**config.mk**
```make
export PLATFORM = sky130hd
export DESIGN_NAME = cp0_intr_regs_flat
export DESIGN_NICKNAME = d
export VERILOG_FILES = /design/src/rtl/cp0_intr_regs_if.sv /design/src/rtl/cp0_intr_regs.sv /design/src/flat_wrapper.sv
export SDC_FILE = /design/constraint.sdc
export NUM_CORES = 1
export LEC_CHECK = 0
export BUFFER_PORTS_ARGS = -buffer_cell sky130_fd_sc_hd__buf_2
export CORE_AREA = 2 2 130 132
export CTS_CLUSTER_DIAMETER = 60
export DETAILED_ROUTE_END_ITERATION = 16
export DIE_AREA = 0 0 132 134
export GPL_ROUTABILITY_DRIVEN = 0
export PLACE_DENSITY = 0.67
export REMOVE_ABC_BUFFERS = 1
export SYNTH_ARGS = -nofsm -noshare
export SYNTH_HDL_FRONTEND = slang
export SYNTH_SLANG_ARGS = --single-unit
```
**constraint.sdc**
```tcl
create_clock -name clk -period 2 [get_ports clk]
set_input_delay 0.4 -clock clk [delete_from_list [all_inputs] [get_ports clk]]
set_output_delay 0.4 -clock clk [all_outputs]
set_load 0.02 [all_outputs]
```
**src/rtl/cp0_intr_regs_if.sv**
```systemverilog
// cp0_intr_regs_if: control-unit <-> CP0 bundle (strobes, operands in; intr, Status/Cause/EPC, next_pc, wb_data out)
interface cp0_intr_regs_if;
  logic        intr;
  logic        inta;
  logic        exc;
  logic        wsta;
  logic        wcau;
  logic        wepc;
  logic        mtc0;
  logic [1:0]  mfc0;
  logic [1:0]  selpc;
  logic [31:0] cause_in;
  logic [31:0] wdata;
  logic [31:0] pc;
  logic [31:0] npc;
  logic [31:0] res_in;
  logic [31:0] sta;
  logic [31:0] cau;
  logic [31:0] epc;
  logic [31:0] next_pc;
  logic [31:0] wb_data;
  modport master (
    input  intr, sta, cau, epc, next_pc, wb_data,
    output inta, exc, wsta, wcau, wepc, mtc0, mfc0, selpc, cause_in, wdata, pc, npc, res_in
  );
  modport slave (
    output intr, sta, cau, epc, next_pc, wb_data,
    input  inta, exc, wsta, wcau, wepc, mtc0, mfc0, selpc, cause_in, wdata, pc, npc, res_in
  );
endinterface

```
**src/rtl/cp0_intr_regs.sv**
```systemverilog
// cp0_intr_regs: Status/Cause/EPC with irq sync+edge latch, next_pc and mfc0 mux (clk, rst, i_irq_ext, cp slave bundle)
module cp0_intr_regs #(
  parameter logic [31:0] EXC_BASE  = 32'h0000_0008,
  parameter logic [31:0] STA_RESET = 32'h0000_000F
) (
  input  logic clk,
  input  logic rst,
  input  logic i_irq_ext,
  cp0_intr_regs_if.slave cp
);
  logic        r_s1, r_s2, r_s3, r_pend;
  logic [31:0] r_sta, r_cau, r_epc;
  logic        w_rise, w_eret;
  assign w_rise = r_s2 & ~r_s3;
  assign w_eret = (cp.selpc == 2'b01) & cp.wsta;
  always_ff @(posedge clk) begin
    if (rst) begin
      r_s1   <= 1'b0;
      r_s2   <= 1'b0;
      r_s3   <= 1'b0;
      r_pend <= 1'b0;
      r_sta  <= STA_RESET;
      r_cau  <= '0;
      r_epc  <= '0;
    end else begin
      r_s1   <= i_irq_ext;
      r_s2   <= r_s1;
      r_s3   <= r_s2;
      r_pend <= w_rise | (r_pend & ~cp.inta);
      r_sta  <= cp.exc ? {r_sta[27:0], 4'b0000} :
                w_eret ? {4'b0000, r_sta[31:4]} :
                (cp.wsta & cp.mtc0) ? cp.wdata : r_sta;
      r_cau  <= cp.exc ? cp.cause_in : (cp.wcau & cp.mtc0) ? cp.wdata : r_cau;
      r_epc  <= cp.exc ? ((cp.cause_in[3:2] == 2'b00) ? cp.npc : cp.pc) :
                (cp.wepc & cp.mtc0) ? cp.wdata : r_epc;
    end
  end
  always_comb begin
    cp.intr    = r_pend;
    cp.sta     = r_sta;
    cp.cau     = r_cau;
    cp.epc     = r_epc;
    cp.next_pc = cp.selpc[1] ? EXC_BASE : cp.selpc[0] ? r_epc : cp.npc;
    cp.wb_data = (cp.mfc0 == 2'b01) ? r_sta :
                 (cp.mfc0 == 2'b10) ? r_cau :
                 (cp.mfc0 == 2'b11) ? r_epc : cp.res_in;
  end
endmodule

```
**src/flat_wrapper.sv**
```systemverilog
// flat-port wrapper written by rule: the top's interface ports become plain ports
module cp0_intr_regs_flat 
#(
  parameter logic [31:0] EXC_BASE  = 32'h0000_0008,
  parameter logic [31:0] STA_RESET = 32'h0000_000F
)
  (clk, rst, i_irq_ext, cp_intr, cp_sta, cp_cau, cp_epc, cp_next_pc, cp_wb_data, cp_inta, cp_exc, cp_wsta, cp_wcau, cp_wepc, cp_mtc0, cp_mfc0, cp_selpc, cp_cause_in, cp_wdata, cp_pc, cp_npc, cp_res_in);
  cp0_intr_regs_if cp_i ();
  input  logic clk;
  input  logic rst;
  input  logic i_irq_ext;
  output wire logic [$bits(cp_i.intr)-1:0] cp_intr;
  output wire logic [$bits(cp_i.sta)-1:0] cp_sta;
  output wire logic [$bits(cp_i.cau)-1:0] cp_cau;
  output wire logic [$bits(cp_i.epc)-1:0] cp_epc;
  output wire logic [$bits(cp_i.next_pc)-1:0] cp_next_pc;
  output wire logic [$bits(cp_i.wb_data)-1:0] cp_wb_data;
  input wire logic [$bits(cp_i.inta)-1:0] cp_inta;
  input wire logic [$bits(cp_i.exc)-1:0] cp_exc;
  input wire logic [$bits(cp_i.wsta)-1:0] cp_wsta;
  input wire logic [$bits(cp_i.wcau)-1:0] cp_wcau;
  input wire logic [$bits(cp_i.wepc)-1:0] cp_wepc;
  input wire logic [$bits(cp_i.mtc0)-1:0] cp_mtc0;
  input wire logic [$bits(cp_i.mfc0)-1:0] cp_mfc0;
  input wire logic [$bits(cp_i.selpc)-1:0] cp_selpc;
  input wire logic [$bits(cp_i.cause_in)-1:0] cp_cause_in;
  input wire logic [$bits(cp_i.wdata)-1:0] cp_wdata;
  input wire logic [$bits(cp_i.pc)-1:0] cp_pc;
  input wire logic [$bits(cp_i.npc)-1:0] cp_npc;
  input wire logic [$bits(cp_i.res_in)-1:0] cp_res_in;
  assign cp_intr = cp_i.intr;
  assign cp_sta = cp_i.sta;
  assign cp_cau = cp_i.cau;
  assign cp_epc = cp_i.epc;
  assign cp_next_pc = cp_i.next_pc;
  assign cp_wb_data = cp_i.wb_data;
  assign cp_i.inta = cp_inta;
  assign cp_i.exc = cp_exc;
  assign cp_i.wsta = cp_wsta;
  assign cp_i.wcau = cp_wcau;
  assign cp_i.wepc = cp_wepc;
  assign cp_i.mtc0 = cp_mtc0;
  assign cp_i.mfc0 = cp_mfc0;
  assign cp_i.selpc = cp_selpc;
  assign cp_i.cause_in = cp_cause_in;
  assign cp_i.wdata = cp_wdata;
  assign cp_i.pc = cp_pc;
  assign cp_i.npc = cp_npc;
  assign cp_i.res_in = cp_res_in;
  cp0_intr_regs #(.EXC_BASE(EXC_BASE), .STA_RESET(STA_RESET)) u_core (.clk(clk), .rst(rst), .i_irq_ext(i_irq_ext), .cp(cp_i));
endmodule
```
==> results of run 1 <==
==> cell usage after synthesis <==
cell,number,share of area
nor2_2,1,0.0010
mux2_2,3,0.0056
a21oi_2,1,0.0015
a22o_1,32,0.047
a2111o_1,24,0.045
dfxtp_1,100,0.33
o31ai_1,4,0.0050
nand2b_4,1,0.0023
buf_1,2,0.0013
a21o_1,1,0.0013
buf_4,5,0.0063
nor2b_1,30,0.031
mux2i_1,74,0.12
mux4_2,32,0.12
nand2_1,50,0.031
a211o_1,1,0.0015
nor2_1,82,0.051
buf_2,27,0.023
clkbuf_1,28,0.018
buf_6,5,0.0094
a221oi_1,4,0.0058
nor3_1,28,0.023
a21oi_1,92,0.077
nand3b_4,1,0.0033
a22oi_1,25,0.031
nand2b_1,2,0.0021
==> area by class of cell <==
class	count	area (µm²)	area share
Multi-Input combinational cell	488	3700	0.449
Clock buffer	10	229	0.0278
Timing Repair Buffer	356	1990	0.242
Antenna cell	1	2.50	0.000304
Tap cell	220	275	0.0334
Clock inverter	6	40.0	0.00486
Sequential cell	100	2000	0.243
==> path summary, 6_finish.rpt <==
path	startpoint	endpoint	slack, ns	depth (start not counted)
worst max-delay path	cp_mfc0[1]	cp_wb_data[21]	0.15	4
worst min-delay path	i_irq_ext	u_core.r_s1	0.27	2
worst max register to register	u_core.cp.sta[9]	u_core.cp.sta[5]	0.82	3
worst min register to register	u_core.r_s1	u_core.r_s2	0.44	1
==> cells in the final DEF, fill, tap and decap left out, types with 24 or more instances in the layout <==
| master | instances |
|---|---|
| buf_2 | 332 |
| dfxtp_1 | 100 |
| a21oi_1 | 92 |
| nor2_1 | 80 |
| mux2i_1 | 74 |
| nand2_1 | 50 |
| mux4_2 | 32 |
| a22o_1 | 32 |
| nor2b_1 | 29 |
| nor3_1 | 28 |
| a22oi_1 | 25 |
| a2111o_1 | 24 |
==> cells by family after synthesis <==
kind of cell | synth area share
AND/OR/NAND/NOR | 0.146
AO/OA/AOI/OAI | 0.215
multiplexers | 0.249
flip-flops | 0.333
buffers and inverters | 0.0569
==> metal layers <==
| metal | vias to the layer above | wire length [µm] |
|---|---|---|
| li1 | 3043 | - |
| met1 | 3050 | 9490 |
| met2 | 229 | 11100 |
| met3 | 16 | 1270 |
| met4 | 0 | 254 |
| met5 | - | 0 |
==> state kept, by name, summed over array words and instances, names as in the netlist <==
register,cells
u_core.r_s1,1
u_core.cp.epc,32
u_core.r_s2,1
u_core.cp.cau,32
u_core.r_s3,1
u_core.cp.intr,1
u_core.cp.sta,32
==> worst max-delay path, delay by kind of cell <==
kind	cells	cell delay, ns
buffers and inverters	3	0.52
multiplexers	1	0.53
==> power by group <==
part | internal, W | switching [W]
clock | 0.000845 | 0.000781
sequential | 0.00215 | 0.000188
combinational | 0.000756 | 0.000998
==> stage by stage <==
stage | area, µm² | setup slack, ns | total power [W] | setup TNS (ns)
after floorplan | 5660 | -1.05 | 0.00329 | -31.98
after global placement | 7970 | 0.171 | 0.00411 | 0
after detailed placement | 7970 | 0.141 | 0.00414 | 0
after CTS | 8230 | 0.141 | 0.00576 | 0
after global routing | 8240 | 0.120 | 0.00600 | 0
final | 8240 | 0.147 | 0.00572 | 0
==> key figures, run 1 <==
Synth
  • Syn Inst Count: around 660
  • Synthesized cell area: around 0.006 mm²
  • Register area share after synthesis: 0.333
  • Synth Register Bits: 100
  • Ys Warns: 0
  • Unique masters post-synth: 26
  • Mean Syn Cell Area: around 9.2 µm²

Clock network
  • Number of CTS-inserted buffers: 9
  • Clk buf depth: 2
  • Postcts setup bufs: 0
  • Clock slew at reported path FFs: about 0.070 ns
  • H-tree Lvls: 3
  • Clock Latency Late Sink: between 0.3 and 0.4 ns
  • CTS tree: built
  • Clock Sinks: 100
  • # hold bufs at CTS: 0
  • Post_cts resized: 0
  • Clk root buf: clkbuf_16

Placed design
  • Placed insts: roughly 1200
  • Port bufs: between 300 and 400
  • DP HPWL: between 15000 and 20000 µm

STA
  • Measured slew at the worst slew-check pin: 0.903 ns
  • Clk_skew: roughly 0.0067 ns
  • Final period util: 0.926
  • Shortest period the worst path allows: roughly 1.9 ns
  • Slew Limit Fails: 0
  • Setup violators final: 0
  • Min Hold Slack: approximately 0.27 ns
  • Fmax: between 0.5 and 0.6 GHz
  • RSZ-0062 raised after global routing: false
  • Hold Violations, Final: 0
  • Slew HR: 0.397

Status
  • Status: finished, final reports clean

Setup path
  • CP Cell Sequence: buf_2 > buf_12 > mux4_2 > buf_2
  • Required time of the critical path: 1.60 ns
  • Worst path max stage delay: between 0.5 and 0.6 ns
  • Crit path max-delay cell type: mux4_2
  • Crit path arrival time: about 1.5 ns
  • Endpoint class of the critical path: output pin
  • Critical Path Start Type: input port
  • Cell mode on critical path: buf_2
  • Peak fanout along the critical path: 18
  • CP Class: input port to output pin

Global route
  • Largest net degree at the start of global routing: between 60 and 70
  • Met3 usage: 0.0420
  • GR Util met2: 0.424
  • Vias in the first global route: roughly 5900
  • Total global routing overflow: 0
  • Global-route wire length before repair: 33500 µm
  • GRT Total Usage: 0.240
  • Initial antenna violation count: 1
  • GR peak layer: met2
  • GR Layer Usage met1: 0.303

Drt
  • Vias post-DR: around 6300
  • Drt first pass iters: 4
  • DRC: 0
  • WL/cell: roughly 19 µm
  • Routed WL: around 22000 µm
  • Antenna Nets Post-Route: 0
  • Drt initial violations: roughly 370
  • Via density: approximately 5.4

Floorplan
  • IO Count: between 300 and 400
  • Die footprint: 0.0177 mm²
  • Chip height: ~130 µm
  • Initial Utilization: 0.369
  • Row cnt: 47
  • Core area: between 0.015 and 0.02 mm²
  • Die X: 132 µm

Layout
  • Share of cells above drive strength 1: 0.431
  • P&R area growth vs syn: 37.2%
  • Final net count: about 1100
  • Post-Route Utilization: 0.506
  • Fillers: between 1500 and 2000
  • Non-filler instance count after layout: roughly 1200

Pwr
  • Pleak: roughly 4 nW
  • Pwr dens: roughly 700 mW/mm²
  • Peak VDD IR: around 360 µV

Job
  • Max-cap viol count: 0

Worst hold path
  • Hold Path Class: input port to register
Note: power is estimated with default switching activity, not from simulation.
==> run 2, diff against run 1 <==
- RECOVER_POWER: not set -> 100
==> run 2 against run 1 <==
Combinational power fell by 5%. Clock power barely moved. Sequential cell count did not move. Sequential power barely moved. Register-to-register slack got worse by 0.02 ns. Clock-buffer cell count did not move. Global-route usage did not move. Highest routed layer unchanged.
==> key figures, run 2 (synthesized netlist as in run 1, its figures left out) <==
Global route
  • Vias in the first global route: slightly below 6000
  • GRT Total Usage: 0.240
  • Total global routing overflow: 0
  • Global-route wire length before repair: 33500 µm
  • Initial antenna violation count: 0
  • Largest net degree at the start of global routing: 69

Floorplan
  • Row cnt: 47
  • Die X: about 130 µm
  • Die footprint: about 0.018 mm²
  • Core area: approximately 0.016 mm²
  • Chip height: between 100 and 150 µm
  • Initial Utilization: 0.369
  • IO Count: approximately 330

Placed design
  • Worst slack, placed: around 0.14 ns
  • DP HPWL: approximately 16000 µm
  • Placed Instance Area: around 0.0080 mm²
  • Port bufs: ~330

Pwr
  • Peak VDD IR: approximately 360 µV
  • Flop pwr share: 0.416
  • Net Sw Frac: 0.349
  • Power Total: approximately 0.0056 W
  • Internal: about 0.0037 W
  • Power share of the combinational group: 0.295
  • Pwr dens: 707 mW/mm²
  • Switching pwr: just under 0.002 W
  • Pleak: approximately 3.4 nW
  • Clk pwr share: 0.289

Setup path
  • Crit path arrival time: ~1.5 ns
  • CP Class: input port to output pin
  • Endpoint class of the critical path: output pin
  • Peak fanout along the critical path: 18
  • Critical Path Start Type: input port
  • Required time of the critical path: between 1.5 and 2 ns

Layout
  • Most frequent cells in the layout: 174 x buf_2, 157 x clkbuf_1, 100 x dfxtp_1, 93 x a21oi_1, 80 x nor2_1
  • Commonest non-fill, non-tap cell in the layout: buf_2
  • Fillers: 1660
  • P&R area growth vs syn: 32.9%
  • Register area: 0.00200 mm²
  • Finished Cell Area: between 0.007 and 0.008 mm²
  • Final net count: 1128
  • Area of the multi-input gates: about 0.0037 mm²
  • Ant. Diodes: 0
  • Share of cells above drive strength 1: 0.267

Clock network
  • Clock Latency Late Sink: ~0.34 ns
  • Postcts setup bufs: 0
  • Clk buf depth: 2
  • Clock Sinks: 100
  • Clock slew at reported path FFs: 0.07 ns
  • H-tree Lvls: 3
  • Post_cts resized: 0
  • Clk root buf: clkbuf_16
  • CTS tree: built
  • # hold bufs at CTS: 0
  • Number of CTS-inserted buffers: 9

STA
  • Hold Violations, Final: 0
  • Slew Limit Fails: 0
  • Final worst-path setup slack: approximately 0.13 ns
  • Fmax: roughly 0.54 GHz
  • Shortest period the worst path allows: 1.87 ns
  • Final period util: 0.934
  • Measured slew at the worst slew-check pin: 0.904 ns
  • Setup violators final: 0
  • Clk_skew: 0.00801 ns
  • Min Hold Slack: ~0.27 ns
  • Slew HR: 0.396
  • RSZ-0062 raised after global routing: false
  • Fin Setup TNS: 0 ns

Drt
  • Drt initial violations: between 300 and 400
  • WL/cell: approximately 19 µm
  • DRC: 0
  • Via density: roughly 5.4
  • Drt first pass iters: 5
  • Routed WL: 22100 µm
  • Antenna Nets Post-Route: 0
  • Vias post-DR: 6340

Job
  • Max-cap viol count: 0

Worst hold path
  • Hold Path Class: input port to register

Status
  • Status: finished, final reports clean
-- run 2: cell count changes in the layout (fill, tap and decap cells not counted) --
cell | before | now
buf_2 | 332 | 174
clkbuf_1 | 1 | 157
clkbuf_2 | 0 | 7
buf_12 | 12 | 9
buf_4 | 12 | 10
a21o_1 | 0 | 1
a21o_2 | 1 | 0
a21oi_1 | 92 | 93
a21oi_4 | 1 | 0
diode_2 | 1 | 0
-- run 2: cell type report --
cell class,instances,area share
multi-input combinational,488,0.462
sequential,100,0.251
timing repair buffer,356,0.219
tap,220,0.0345
clock buffer,10,0.0287
clock inverter,6,0.00502
-- run 2: power groups by stage --
stage / Sequential, W / Combinational [W] / Clock, W
floorplan: 0.00251 / 0.000775 / 0
global placement: 0.00238 / 0.00173 / 0
detailed placement: 0.00238 / 0.00175 / 0
CTS: 0.00234 / 0.00176 / 0.00167
global route: 0.00236 / 0.00180 / 0.00175
finish: 0.00234 / 0.00166 / 0.00163
-- run 2: final timing paths --
check / from / end / slack (ns) / depth (start not counted)
worst max register to register: u_core.cp.sta[9] / u_core.cp.sta[5] / 0.80 / 3
worst min register to register: u_core.r_s1 / u_core.r_s2 / 0.44 / 1
worst max-delay path: cp_mfc0[1] / cp_wb_data[21] / 0.13 / 4
worst min-delay path: i_irq_ext / u_core.r_s1 / 0.27 / 2
-- run 2: routing by layer --
layer	up-vias	share of wire	GRT usage
met5	-	0	0
met4	0	0.011	0.0658
met3	16	0.066	0.0420
met2	256	0.50	0.424
met1	3017	0.42	0.303
li1	3051	-	-
-- run 2: through the flow --
stage | util | instances
after floorplan | - | 588
after global placement | 0.489 | 1164
after global routing | 0.490 | 1180
after CTS | 0.505 | 1180
after detailed placement | 0.489 | 1164
final | 0.490 | 1180
-- run 2: worst max-delay path: stages --
cell,delay (ns)
buf_2,0.14
buf_12,0.20
mux4_2,0.53
clkbuf_1,0.19
